### src/rtl/gray_frame_streamer.sv
// gray_frame_streamer: paces a full grayscale frame from a pixel source to a
// pixel sink, one read every PACE cycles, applying a selectable per-pixel op
// (pass / invert / threshold) in a two-stage registered pipeline.
module gray_frame_streamer #(
    parameter int IMG_W = 640,
    parameter int IMG_H = 480,
    parameter int PIX_W = 8,
    parameter int PACE  = 2,
    // Coordinate widths never drop below one bit, so a single-line frame still
    // gets a legal y port.
    parameter int XW    = (IMG_W > 1) ? $clog2(IMG_W) : 1,
    parameter int YW    = (IMG_H > 1) ? $clog2(IMG_H) : 1
) (
    input  logic             clk,
    input  logic             reset_n,
    input  logic             start,
    input  logic [1:0]       mode,
    input  logic [PIX_W-1:0] thresh,
    input  logic [PIX_W-1:0] gray_in,
    output logic             read_enable,
    output logic [XW-1:0]    x_cnt,
    output logic [YW-1:0]    y_cnt,
    output logic             write_enable,
    output logic [PIX_W-1:0] gray_out,
    output logic             busy,
    output logic             conv_finished
);

    localparam logic [1:0] S_IDLE  = 2'd0;
    localparam logic [1:0] S_RUN   = 2'd1;
    localparam logic [1:0] S_DRAIN = 2'd2;
    localparam logic [1:0] S_DONE  = 2'd3;

    localparam int NPIX = IMG_W * IMG_H;
    localparam int WCW  = $clog2(NPIX + 1);
    localparam int PW   = (PACE > 1) ? $clog2(PACE) : 1;

    localparam logic [XW-1:0]  X_LAST    = XW'(IMG_W - 1);
    localparam logic [YW-1:0]  Y_LAST    = YW'(IMG_H - 1);
    localparam logic [PW-1:0]  PACE_LAST = PW'(PACE - 1);
    localparam logic [WCW-1:0] WR_LAST   = WCW'(NPIX - 1);

    logic [1:0]       r_state;
    logic [PW-1:0]    r_pace;
    logic [XW-1:0]    r_x;
    logic [YW-1:0]    r_y;
    logic             r_rdD1;
    logic             r_wrEn;
    logic [PIX_W-1:0] r_grayOut;
    logic [WCW-1:0]   r_wrCnt;
    logic [1:0]       r_mode;
    logic [PIX_W-1:0] r_thresh;

    logic             w_readEn;
    logic             w_startAccept;
    logic             w_lastRead;
    logic             w_lastWrite;
    logic [PIX_W-1:0] w_opResult;

    assign w_readEn      = (r_state == S_RUN) && (r_pace == '0);
    assign w_startAccept = start && ((r_state == S_IDLE) || (r_state == S_DONE));
    assign w_lastRead    = w_readEn && (r_x == X_LAST) && (r_y == Y_LAST);
    assign w_lastWrite   = r_wrEn && (r_wrCnt == WR_LAST);

    assign read_enable   = w_readEn;
    assign x_cnt         = r_x;
    assign y_cnt         = r_y;
    assign write_enable  = r_wrEn;
    assign gray_out      = r_grayOut;
    assign busy          = (r_state == S_RUN) || (r_state == S_DRAIN);
    assign conv_finished = (r_state == S_DONE);

    // Frame sequencer: a start only counts from IDLE or DONE; RUN ends on the
    // last read issued, DRAIN ends on the last write leaving the pipeline.
    always_ff @(posedge clk or negedge reset_n) begin
        if (!reset_n) begin
            r_state <= S_IDLE;
        end else begin
            case (r_state)
                S_IDLE, S_DONE: if (w_startAccept) r_state <= S_RUN;
                S_RUN:          if (w_lastRead)    r_state <= S_DRAIN;
                S_DRAIN:        if (w_lastWrite)   r_state <= S_DONE;
                default:                           r_state <= S_IDLE;
            endcase
        end
    end

    // Op select and threshold are captured when a frame starts so the whole
    // frame is processed with one consistent setting.
    always_ff @(posedge clk or negedge reset_n) begin
        if (!reset_n) begin
            r_mode   <= 2'd0;
            r_thresh <= '0;
        end else if (w_startAccept) begin
            r_mode   <= mode;
            r_thresh <= thresh;
        end
    end

    // Pace counter cycles 0..PACE-1 while reading; a read is issued at 0.
    always_ff @(posedge clk or negedge reset_n) begin
        if (!reset_n) begin
            r_pace <= '0;
        end else if ((r_state == S_RUN) && !w_lastRead) begin
            r_pace <= (r_pace == PACE_LAST) ? '0 : r_pace + PW'(1);
        end else begin
            r_pace <= '0;
        end
    end

    // Raster coordinates of the next read; they wrap back to 0,0 after the
    // final pixel so they rest at the origin outside of a frame.
    always_ff @(posedge clk or negedge reset_n) begin
        if (!reset_n) begin
            r_x <= '0;
            r_y <= '0;
        end else if (w_startAccept) begin
            r_x <= '0;
            r_y <= '0;
        end else if (w_readEn) begin
            if (r_x == X_LAST) begin
                r_x <= '0;
                r_y <= (r_y == Y_LAST) ? '0 : r_y + YW'(1);
            end else begin
                r_x <= r_x + XW'(1);
            end
        end
    end

    // Per-pixel operation on the source data, evaluated with the latched
    // frame settings.
    always_comb begin
        w_opResult = gray_in;
        case (r_mode)
            2'd1:    w_opResult = ~gray_in;
            2'd2:    w_opResult = (gray_in >= r_thresh) ? '1 : '0;
            default: w_opResult = gray_in;
        endcase
    end

    // Two-stage pipeline: the source answers one cycle after the read strobe,
    // and the processed pixel is registered out one cycle after that.
    always_ff @(posedge clk or negedge reset_n) begin
        if (!reset_n) begin
            r_rdD1    <= 1'b0;
            r_wrEn    <= 1'b0;
            r_grayOut <= '0;
        end else begin
            r_rdD1 <= w_readEn;
            r_wrEn <= r_rdD1;
            if (r_rdD1) begin
                r_grayOut <= w_opResult;
            end
        end
    end

    // Write counter: the frame is complete once every pixel has been written.
    always_ff @(posedge clk or negedge reset_n) begin
        if (!reset_n) begin
            r_wrCnt <= '0;
        end else if (w_startAccept) begin
            r_wrCnt <= '0;
        end else if (r_wrEn) begin
            r_wrCnt <= r_wrCnt + WCW'(1);
        end
    end

endmodule

### config.mk
export PLATFORM = sky130hd
export DESIGN_NAME = gray_frame_streamer
export DESIGN_NICKNAME = d
export VERILOG_FILES = /design/src/rtl/gray_frame_streamer.sv
export SDC_FILE = /design/constraint.sdc
export NUM_CORES = 1
export LEC_CHECK = 0
export CORE_MARGIN = 2
export CORE_UTILIZATION = 40
export CTS_CLUSTER_SIZE = 14
export DETAILED_ROUTE_END_ITERATION = 8
export SLEW_MARGIN = 40
export SYNTH_ARGS = -nofsm -noshare
export SYNTH_HDL_FRONTEND = slang
export SYNTH_SLANG_ARGS = --single-unit
### constraint.sdc
create_clock -name clk -period 2.6 [get_ports clk]
set_input_delay 0.26 -clock clk [delete_from_list [all_inputs] [get_ports clk]]
set_output_delay 0.26 -clock clk [all_outputs]
set_load 0.02 [all_outputs]
== Yosys cells after proc, flatten, opt, wreduce, memory -nomap -nowiden ==
Cells that the tools add are included.

* Input port bits: 21
* Bits in registers: 61
* Logic and storage cells: 61
* Output and inout bits: 31

* Reductions and logical operators: 16
* Magnitude comparators: 1
* Equality and inequality tests: 11
* Multiplexer cells: 17
* $add $sub $neg: 4
* Bitwise logic cells: 2

{| class="wikitable"
|+ Operators with widths
! operator !! count
|-
| 19-bit two-way mux || 2
|-
| 9-bit two-way mux || 4
|-
| 10-bit two-way mux || 3
|-
| 19-bit by 1-bit adder with 19-bit output (second input constant) || 1
|-
| 19-bit == test (second input constant) || 1
|-
| 8-bit one-hot mux with 2 select lines || 1
|-
| 10-bit by 1-bit adder with 10-bit output (second input constant) || 1
|-
| 10-bit == test (second input constant) || 1
|-
| 9-bit by 1-bit adder with 9-bit output (second input constant) || 1
|-
| 9-bit == test (second input constant) || 1
|-
| 8-bit greater-or-equal comparator || 1
|-
| 8-bit two-way mux || 1
|-
| 8-bit inverter || 1
|-
| 2-bit == test (second input constant) || 3
|-
| 1-bit logical AND || 6
|-
| 2-bit two-way mux || 3
|-
| 2-bit inequality test (second input constant) || 3
|-
| 2-bit one-hot mux with 3 select lines || 1
|-
| 2-bit nonzero test || 3
|-
| 2-bit by 1-bit == test with 1-bit output (second input constant) || 2
|-
| 3-bit AND reduction || 1
|-
| 2-bit zero test || 1
|-
| 1-bit logical OR || 2
|-
| 1-bit two-way mux || 2
|-
| 5 further kinds || 5
|}

== Longest topological paths before layout ==
Gate-level depths: netlist of run 1.

* Word-level depth: 7
* Gate-level depth with buffers: 9
* Depth with buffers taken out: 8

== Worst setup path before layout of run 1 ==
No wires, ideal clock.

* Path kind: register -> register
* Start: register r_x[0], in the netlist x_cnt[0]
* End: register r_state[1]
* Arrival: 2.144 ns
* Data required time: 2.531 ns
* Setup time: 0.069 ns
* Buffers on the path: 1
* Period minus slack after synthesis: 2.212 ns
* Slack: 0.388 ns
* Cell stages (with the launch flop): 8
* Cell sequence: dfrtp_1 -> ha_1 -> inv_1 -> or3_1 -> buf_2 -> or4_4 -> a211o_1 -> nand3_1

* Longest elaborated chain between the ends: 5

{| class="wikitable"
|+ Ends and longest elaborated chain
! item !! RTL line !! text
|-
| start: declaration || 45 || <nowiki>logic [XW-1:0] r_x;</nowiki>
|-
| start signal: assignment || 125 || <nowiki>r_x <= r_x + XW'(1);</nowiki>
|-
| 10-bit == test || 62 || <nowiki>assign w_lastRead = w_readEn && (r_x == X_LAST) && (r_y == Y_LAST);</nowiki>
|-
| 1-bit logical AND (2 in a row) || 62 ||
|-
| 2-bit inequality test (no line) || - ||
|-
| 3-bit AND reduction (no line) || - ||
|-
| end signal: assignment || 77 || <nowiki>r_state <= S_IDLE;</nowiki>
|-
| end signal: assignment || 80 || <nowiki>S_IDLE, S_DONE: if (w_startAccept) r_state <= S_RUN;</nowiki>
|-
| end signal: assignment || 81 || <nowiki>S_RUN: if (w_lastRead) r_state <= S_DRAIN;</nowiki>
|-
| end: declaration || 43 || <nowiki>logic [1:0] r_state;</nowiki>
|}

No other way between the ends.
A chain may end at the register's enable or synchronous reset.

== Worst setup path after layout of run 1 ==
* Start: register r_state[1]
* End: output read_enable

* Longest elaborated chain between the ends: 2

{| class="wikitable"
|+ Ends and longest elaborated chain
! item !! RTL line !! text
|-
| 2-bit by 1-bit == test with 1-bit output || 60 || <nowiki>assign w_readEn = (r_state == S_RUN) && (r_pace == '0);</nowiki>
|-
| 1-bit logical AND || 60 ||
|-
| end: declaration || 20 || <nowiki>output logic read_enable,</nowiki>
|}

No other way between the ends.

==> run summary, run 1 <==
Critical path startpoint category = register
Synth warnings = 0
Unrepaired setup endpoints after global routing = no
Synth area leader = dfrtp_1
CTS Sinks = 61
First-pass GRT wire length = 12700 µm
Max-slew headroom = 57.4%
Syn-to-layout area delta = 27.3%
Maximum root-to-sink buffer count = 2
Port bufs = 51
DRC Markers = 0
Ys flop type = dfrtp_1
Worst-Skew Late Latency = 0.34 ns
Max Cap Viol = 0
Drt pass-1 iters = 4
DR top layer = met4
Largest net degree at the start of global routing = 34
Routed Antenna Nets = 0
Fin. Hold Viols = 0
Post-synth cell types = 40
N_diodes = 0
Number of global-route vias before repair = 2579
CP Capture Type = output pin
Die Ht = 92.9 µm
GRT Overall Usage = 18.5%
Final worst path period share = 91.0%
Placeable Area = 0.00769 mm²
Final setup TNS = 0 ns
Initial antenna violation count = 0
Boundary Pins = 52
CTS root buffer = clkbuf_8
Placer's final routability congestion estimate = 0.751
Status = complete, no violations
CP max FO = 9
Nets = 437
Via density = 5.22
Total CTS buffers = 9
CP required = 2.34 ns
Synth cell count leaders = dfrtp_1 (61), nor2_1 (36), nand2_1 (34), o21ai_0 (30), a21oi_1 (19)
Met3 routed WL = 338 µm
Die Area = 0.00863 mm²
Syn nets = 376
Fin Clk Skew = 0.00732 ns
Area of the mapped netlist = 0.00316 mm²
Worst-margin pin slew = 0.635 ns
Fmax = 423 MHz
Die width = 92.9 µm
GR Overflow Total = 0
Final min period = 2.36 ns
Vias = 2640
Total wire length = 7240 µm
Min-delay worst type = in2async
Cells after Synth = 339
WL met2 = 3310 µm
Top post-synthesis cells by area = dfrtp_1 (48%), ha_1 (6.3%), o21ai_0 (4.8%)
Initial Util = 41.1%
Site Rows = 32
DRT iter0 DRCs = 98
Core Util, Final = 52.3%
Post-synth top area share = 48.3%
Total power = 3.47 mW
Metal-1 WL = 3530 µm
Fillcell total = 739
Register area share after synthesis = 48.3%
Setup violators final = 0
Final Max Tran Viols = 0
Peak supply drop = 0.459 mV
Drt wl/cell = 14.3 µm
Share of cells above drive strength 1 = 7.18%
CP arrival = 2.10 ns
CTS tree = yes
H-tree Lvls = 3
Count leader, synth = dfrtp_1
Leakage = 1.72 nW
Post-DP HPWL = 5050 µm
Critical path class = reg2out
Clk slew on worst S/H paths = 0.07 ns
Post-synth EDFFs = 0
Syn_area_per_cell = 9.32 µm²
Async set-or-reset flop fraction in the synthesized netlist = 100%
#FFs+latches synth = 61
Pwr dens = 862 mW/mm²
power breakdown:
group	leakage, nW	switching, mW	internal, mW
clock network	0.0968	0.352	0.492
registers	0.796	0.142	1.16
logic	0.829	0.767	0.554
total	1.72	1.26	2.21
logic make-up after synthesis:
family	after synthesis	share of synthesized area (%)
xor+xnor	22	6.10
mux	1	0.317
flops	61	48.3
simple gates	143	23.2
compound gates	67	12.2
buf+inv	29	3.48
fa+ha+maj	16	6.33
placed cells by master (no fill, tap or decap), types with 8 or more instances in the layout:
cell / n
dfrtp_1: 61
o21ai_0: 30
nor2_1: 36
clkdlybuf4s50_1: 50
nand2_1: 34
a21oi_1: 19
ha_1: 16
buf_4: 8
nand4_1: 12
xor2_1: 15
nand3_1: 16
clkbuf_8: 11
nand2b_1: 11
inv_1: 18
final timing paths:
path,start,endpoint,slack (ns),depth (start not counted)
max in group asynchronous,reset_n,r_mode[1],1.44,3
setup / recovery,r_state[1],read_enable,0.24,5
min in group clk,thresh[0],r_thresh[0],0.47,3
hold / removal,reset_n,gray_out[6],0.45,2
hold reg to reg,r_thresh[0],r_thresh[0],0.51,2
setup reg to reg,r_state[1],y_cnt[5],0.34,8
flip-flops by register name, indices dropped and copies added, names as in the netlist:
register      count
gray_out          8
r_mode            2
r_pace            1
r_rdD1            1
r_state           2
r_thresh          8
r_wrCnt          19
write_enable      1
x_cnt            10
y_cnt             9
through the flow:
step	hold slack [ns]	setup slack (ns)	area, µm²	instances
6_report	0.448	0.235	4020	506
5_1_grt	0.482	0.117	4020	506
4_1_cts	0.444	0.230	4020	506
3_5_place_dp	0.289	0.268	3810	490
3_3_place_gp	0.296	0.417	3810	490
2_1_floorplan	-0.0356	0.388	3160	339
layer usage:
metal / global-route usage, % / vias up
met5: 0 / -
met4: 4.78 / 0
met3: 5.29 / 8
met2: 27.2 / 59
met1: 26.9 / 1267
li1: - / 1306
what timing repair did:
item / 4_1_cts / 5_1_grt
hold endpoints to repair: 21 / 0
setup endpoints to repair: 0 / 1
buffers inserted: 0 / 0
resized for setup: 0 / 1
hold buffers: 1 / 0
cell type report:
type | count | area (µm²) | share of cell area, %
multi-input cells | 249 | 1530 | 38.0
repair buffers | 60 | 576 | 14.3
well taps | 102 | 128 | 3.17
flip-flops and latches | 61 | 1530 | 37.9
clock inverters | 1 | 30.0 | 0.747
inverters | 19 | 71.3 | 1.77
clock buffers | 14 | 163 | 4.04
worst max-delay path, cell delays in order, from the launching register on:
cell,delay [ns]
dfrtp_1,0.42
inv_1,0.09
ha_1,0.21
nand2b_1,0.20
inv_2,0.20
clkdlybuf4s50_1,0.65
Note: power is estimated with default switching activity, not from simulation.
==> run 2: changes to the inputs <==
Settings changed: ABC_AREA from default to 1, CTS_CLUSTER_DIAMETER from default to 60.
==> run summary, run 2 <==
Status = complete, no violations
Post-synth EDFFs = 0
Die Ht = 97.8 µm
Final setup TNS = 0 ns
Cell Chain, Critical Path = inv_1, ha_1, inv_1, nor2_4, clkdlybuf4s50_1
CP max FO = 7
Synth area leader = dfrtp_1
Setup violators final = 0
Async set-or-reset flop fraction in the synthesized netlist = 100%
Syn nets = 500
Register area share after synthesis = 43.4%
Initial antenna violation count = 0
Drt wl/cell = 11.6 µm
Post-synth cell types = 32
Fin Clk Skew = 0.00789 ns
Final Max Tran Viols = 0
Finished Layout Cells = 633
CTS tree = yes
First-pass GRT wire length = 13000 µm
CP most frequent cell = inv_1
H-tree Lvls = 3
Post-CTS Resized = 0
Post-DP HPWL = 5190 µm
Area occupied by multi-input gates = 0.00171 mm²
Top post-synthesis cells by area = dfrtp_1 (43%), nand2_1 (15%), inv_1 (6.2%)
Post-CTS setup buffers = 0
Leakage = 2.07 nW
Setup slack after layout = 0.337 ns
Fmax = 442 MHz
#FFs+latches synth = 61
Fillcell total = 821
Max-slew headroom = 69.0%
Register area = 0.00153 mm²
Fin. Hold Viols = 0
CP required = 2.34 ns
CTS Sinks = 61
CP peak stage delay = 0.67 ns
Reg2reg start = r_state[0]
Drt pass-1 iters = 5
Maximum root-to-sink buffer count = 2
Critical path class = reg2out
Number of global-route vias before repair = 2895
DRC Markers = 0
Site Rows = 34
Hold Crit Start = r_rdD1
Placer's final routability congestion estimate = 0.816
Count leader, synth = nand2_1
Worst-Skew Late Latency = 0.34 ns
Pwr dens = 976 mW/mm²
Die Area = 0.00956 mm²
Die width = 97.8 µm
GR Overflow Total = 0
CTS Hold Bufs = 1
CP Capture Type = output pin
Final min period = 2.26 ns
DRT iter0 DRCs = 176
N_diodes = 0
DP Cell Count = 616
Synth cell count leaders = nand2_1 (138), dfrtp_1 (61), inv_1 (58), nor2_1 (45), a21oi_1 (30)
CTS root buffer = clkbuf_8
Max Cap Viol = 0
Vias = 3054
Area of the mapped netlist = 0.00352 mm²
Min-delay worst type = reg2reg
Placeable Area = 0.00864 mm²
Worst-margin pin slew = 0.464 ns
Total CTS buffers = 9
Cells after Synth = 463
CP Launch Point = r_state[1]
Largest net degree at the start of global routing = 62
Port bufs = 51
Critical path startpoint category = register
Pre-CTS setup slack = 0.618 ns
Most common cell after layout, fill and taps aside = nand2_1
Unrepaired setup endpoints after global routing = no
Peak supply drop = 0.620 mV
Reg2reg setup slack = 0.83 ns
Nets = 557
Via density = 4.82
Critical Path Slowest Stage Cell = clkdlybuf4s50_1
Synth warnings = 0
Syn-to-layout area delta = 24.3%
Commonest cells after routing, fill and taps aside = nand2_1 (138), dfrtp_1 (61), inv_1 (58)
Ys flop type = dfrtp_1
Final worst path period share = 87.1%
Initial Util = 40.7%
Syn_area_per_cell = 7.60 µm²
GRT Overall Usage = 16.4%
Share of cells above drive strength 1 = 9.71%
Total power = 4.27 mW
Most flop-heavy register = r_wrCnt
Boundary Pins = 52
Total wire length = 7360 µm
CP arrival = 2.00 ns
Worst hold slack = 0.403 ns
Post-synth top area share = 43.4%
Clk slew on worst S/H paths = 0.07 ns
Routed Antenna Nets = 0
Largest register FFs = 19
[run 2: changes by cell type in the layout (fill, tap and decap cells not counted), moves of 9 or more]
cell	delta
nor2_1	+9
nand2b_1	-11
a21oi_1	+11
inv_1	+40
xor2_1	-11
nand2_1	+104
[run 2: logic make-up after synthesis]
family	after synthesis	synth area share, %
DFF	61	43.4
adders and majority gates	16	5.69
buffers and inverters	72	7.89
xor gates and xnor gates	5	1.24
AOI/OAI and AO/OA	67	10.7
and+or+nand+nor	242	31.1
[run 2: worst paths after layout]
path,end,depth (start not counted)
hold reg to reg,write_enable,0
min in group asynchronous,gray_out[4],3
setup / recovery,read_enable,5
hold / removal,write_enable,0
max in group asynchronous,r_wrCnt[15],3
setup reg to reg,y_cnt[3],10
[run 2: layout make-up]
class                      instances  area share (%)
tap                              108            3.09
sequential                        61            34.9
clock inverter                     4            1.03
multi-input combinational        330            39.2
timing repair buffer              55            12.6
clock buffer                      12            3.78
inverter                          63            5.41
[run 2: through the flow]
| step | utilization, % | instance area [µm²] |
|---|---|---|
| global placement | 48.1 | 4150 |
| floorplan | - | 3520 |
| global route | 50.6 | 4370 |
| detailed placement | 48.1 | 4150 |
| CTS | 50.6 | 4370 |
| finish | 50.6 | 4370 |
[run 2: critical path, delay by kind of cell (launching register included)]
family | cells | cell delay (ns)
fa+ha+maj | 1 | 0.17
buf+inv | 3 | 0.83
flops | 1 | 0.41
simple gates | 1 | 0.26
[run 2: per-layer routing]
metal | up-vias | global-route usage, % | routed length (µm) | part of all wire (%)
met4 | 0 | 3.95 | 55 | 0.75
li1 | 1594 | - | - | -
met5 | - | 0 | 0 | 0
met1 | 1383 | 23.2 | 3820 | 52
met2 | 70 | 25.4 | 3220 | 44
met3 | 7 | 4.29 | 263 | 3.6
[run 2: power by group]
part           internal [mW]  switching, mW
logic                  0.775           1.21
clock network          0.516          0.371
registers               1.20          0.192
total                   2.50           1.77
==> run 3: changes to the inputs <==
Settings changed: CORE_UTILIZATION 40 to 30.
==> run summary, run 3 (synthesis results as in run 2) <==
Post-DP HPWL = 5790 µm
Register share of total power = 31.0%
Die width = 112 µm
Site Rows = 39
Critical path class = reg2out
CP Capture Type = output pin
DRC Markers = 0
Share of cells above drive strength 1 = 10.1%
Initial Util = 30.8%
CP arrival = 1.95 ns
Pre-CTS setup slack = 0.605 ns
Most flop-heavy register = r_wrCnt
Final Max Tran Viols = 0
FF-to-FF path depth = 10
Crit path max-delay family = buffers and inverters
Core Util, Final = 39.5%
Status = complete, no violations
GR Overflow Total = 0
Cell Chain, Critical Path = inv_1, ha_1, inv_1, nor2_4, clkdlybuf4s50_1
Pwr dens = 1000 mW/mm²
Die Area = 0.0126 mm²
Finished Layout Cells = 670
Post-placement cell area = 0.00422 mm²
Drt wl/cell = 11.5 µm
Critical path startpoint category = register
DRT iter0 DRCs = 187
CTS tree = yes
Fin Clk Skew = 0.00847 ns
Number of global-route vias before repair = 2984
DP Cell Count = 653
H-tree Lvls = 3
Routed Antenna Nets = 0
Largest net degree at the start of global routing = 25
CTS Hold Bufs = 1
Total wire length = 7710 µm
Critical Path Slowest Stage Cell = clkdlybuf4s50_1
CP most frequent cell = inv_1
Finished Cell Area = 0.00451 mm²
Vias = 3069
Post-CTS setup buffers = 0
Final setup TNS = 0 ns
Fmax = 452 MHz
Total CTS buffers = 9
Unrepaired setup endpoints after global routing = no
Most common cell after layout, fill and taps aside = nand2_1
Initial antenna violation count = 0
Stages on worst setup path = 5
N_diodes = 0
Boundary Pins = 52
CP max FO = 7
Worst-margin pin slew = 0.530 ns
Final min period = 2.21 ns
Placer's final routability congestion estimate = 0.842
Comb power frac = 44.4%
Syn-to-layout area delta = 28.2%
First-pass GRT wire length = 13700 µm
Hold Crit Depth = 0
Min-delay worst type = reg2reg
Largest register FFs = 19
GRT Overall Usage = 13.2%
CP bufs+invs = 3
Commonest cells after routing, fill and taps aside = nand2_1 (138), dfrtp_1 (61), inv_1 (58)
Nets = 559
CP required = 2.34 ns
Leakage = 2.10 nW
Clk slew on worst S/H paths = 0.06 ns
Via density = 4.58
CTS Sinks = 61
Setup violators final = 0
Worst-Skew Late Latency = 0.33 ns
Max-slew headroom = 64.7%
Internal = 2.64 mW
Maximum root-to-sink buffer count = 2
Setup slack after layout = 0.388 ns
Psw = 1.88 mW
Fin. Hold Viols = 0
Final worst path period share = 85.1%
Sw Ratio = 41.5%
Clock network power share = 24.6%
Port bufs = 51
Drt pass-1 iters = 6
Die Ht = 112 µm
Peak supply drop = 0.545 mV
CTS root buffer = clkbuf_16
Placeable Area = 0.0114 mm²
CP peak stage delay = 0.66 ns
Max Cap Viol = 0
Post-CTS Resized = 0
## run 3: cell types whose count changed in the layout (fill, tap and decap cells not counted), moves of 2 or more
| cell | before | now |
|---|---|---|
| clkinvlp_4 | 0 | 3 |
| buf_4 | 2 | 4 |
| clkbuf_8 | 12 | 0 |
| clkinv_2 | 3 | 0 |
| inv_6 | 0 | 3 |
| clkbuf_16 | 0 | 9 |
## run 3: layout make-up
cell class,instances,area [µm²]
repair buffers,57,573
multi-input cells,330,1710
well taps,143,179
clock buffers,9,225
clock inverters,7,57.6
inverters,63,236
flip-flops and latches,61,1530
fillers,1208,6910
## run 3: path summary, 6_finish.rpt
path | endpoint | slack, ns | startpoint
max in group asynchronous | r_state[1] | 1.41 | reset_n
setup reg to reg | y_cnt[3] | 0.69 | r_state[0]
min in group asynchronous | gray_out[7] | 0.44 | reset_n
setup / recovery | read_enable | 0.39 | r_state[1]
hold reg to reg | write_enable | 0.41 | r_rdD1
hold / removal | write_enable | 0.41 | r_rdD1
## run 3: stage by stage
stage               hold WS (ns)  total power [mW]
global route               0.432              4.90
CTS                        0.415              4.58
finish                     0.411              4.52
global placement           0.395              3.38
detailed placement         0.268              3.44
floorplan                -0.0356              2.76
## run 3: per-layer routing
| layer | share of wire (%) | track usage, % | vias to the layer above |
|---|---|---|---|
| met4 | 0.99 | 3.90 | 0 |
| met3 | 3.0 | 3.89 | 6 |
| met2 | 47 | 21.0 | 44 |
| met5 | 0 | 0 | - |
| met1 | 49 | 17.4 | 1419 |
| li1 | - | - | 1600 |
## run 3: power by group through the flow
stage,logic (mW),registers (mW),clock network [mW]
global placement,1.97,1.41,0
CTS,2.04,1.40,1.14
floorplan,1.24,1.53,0
global route,2.27,1.44,1.20
finish,2.01,1.40,1.11
detailed placement,2.02,1.41,0
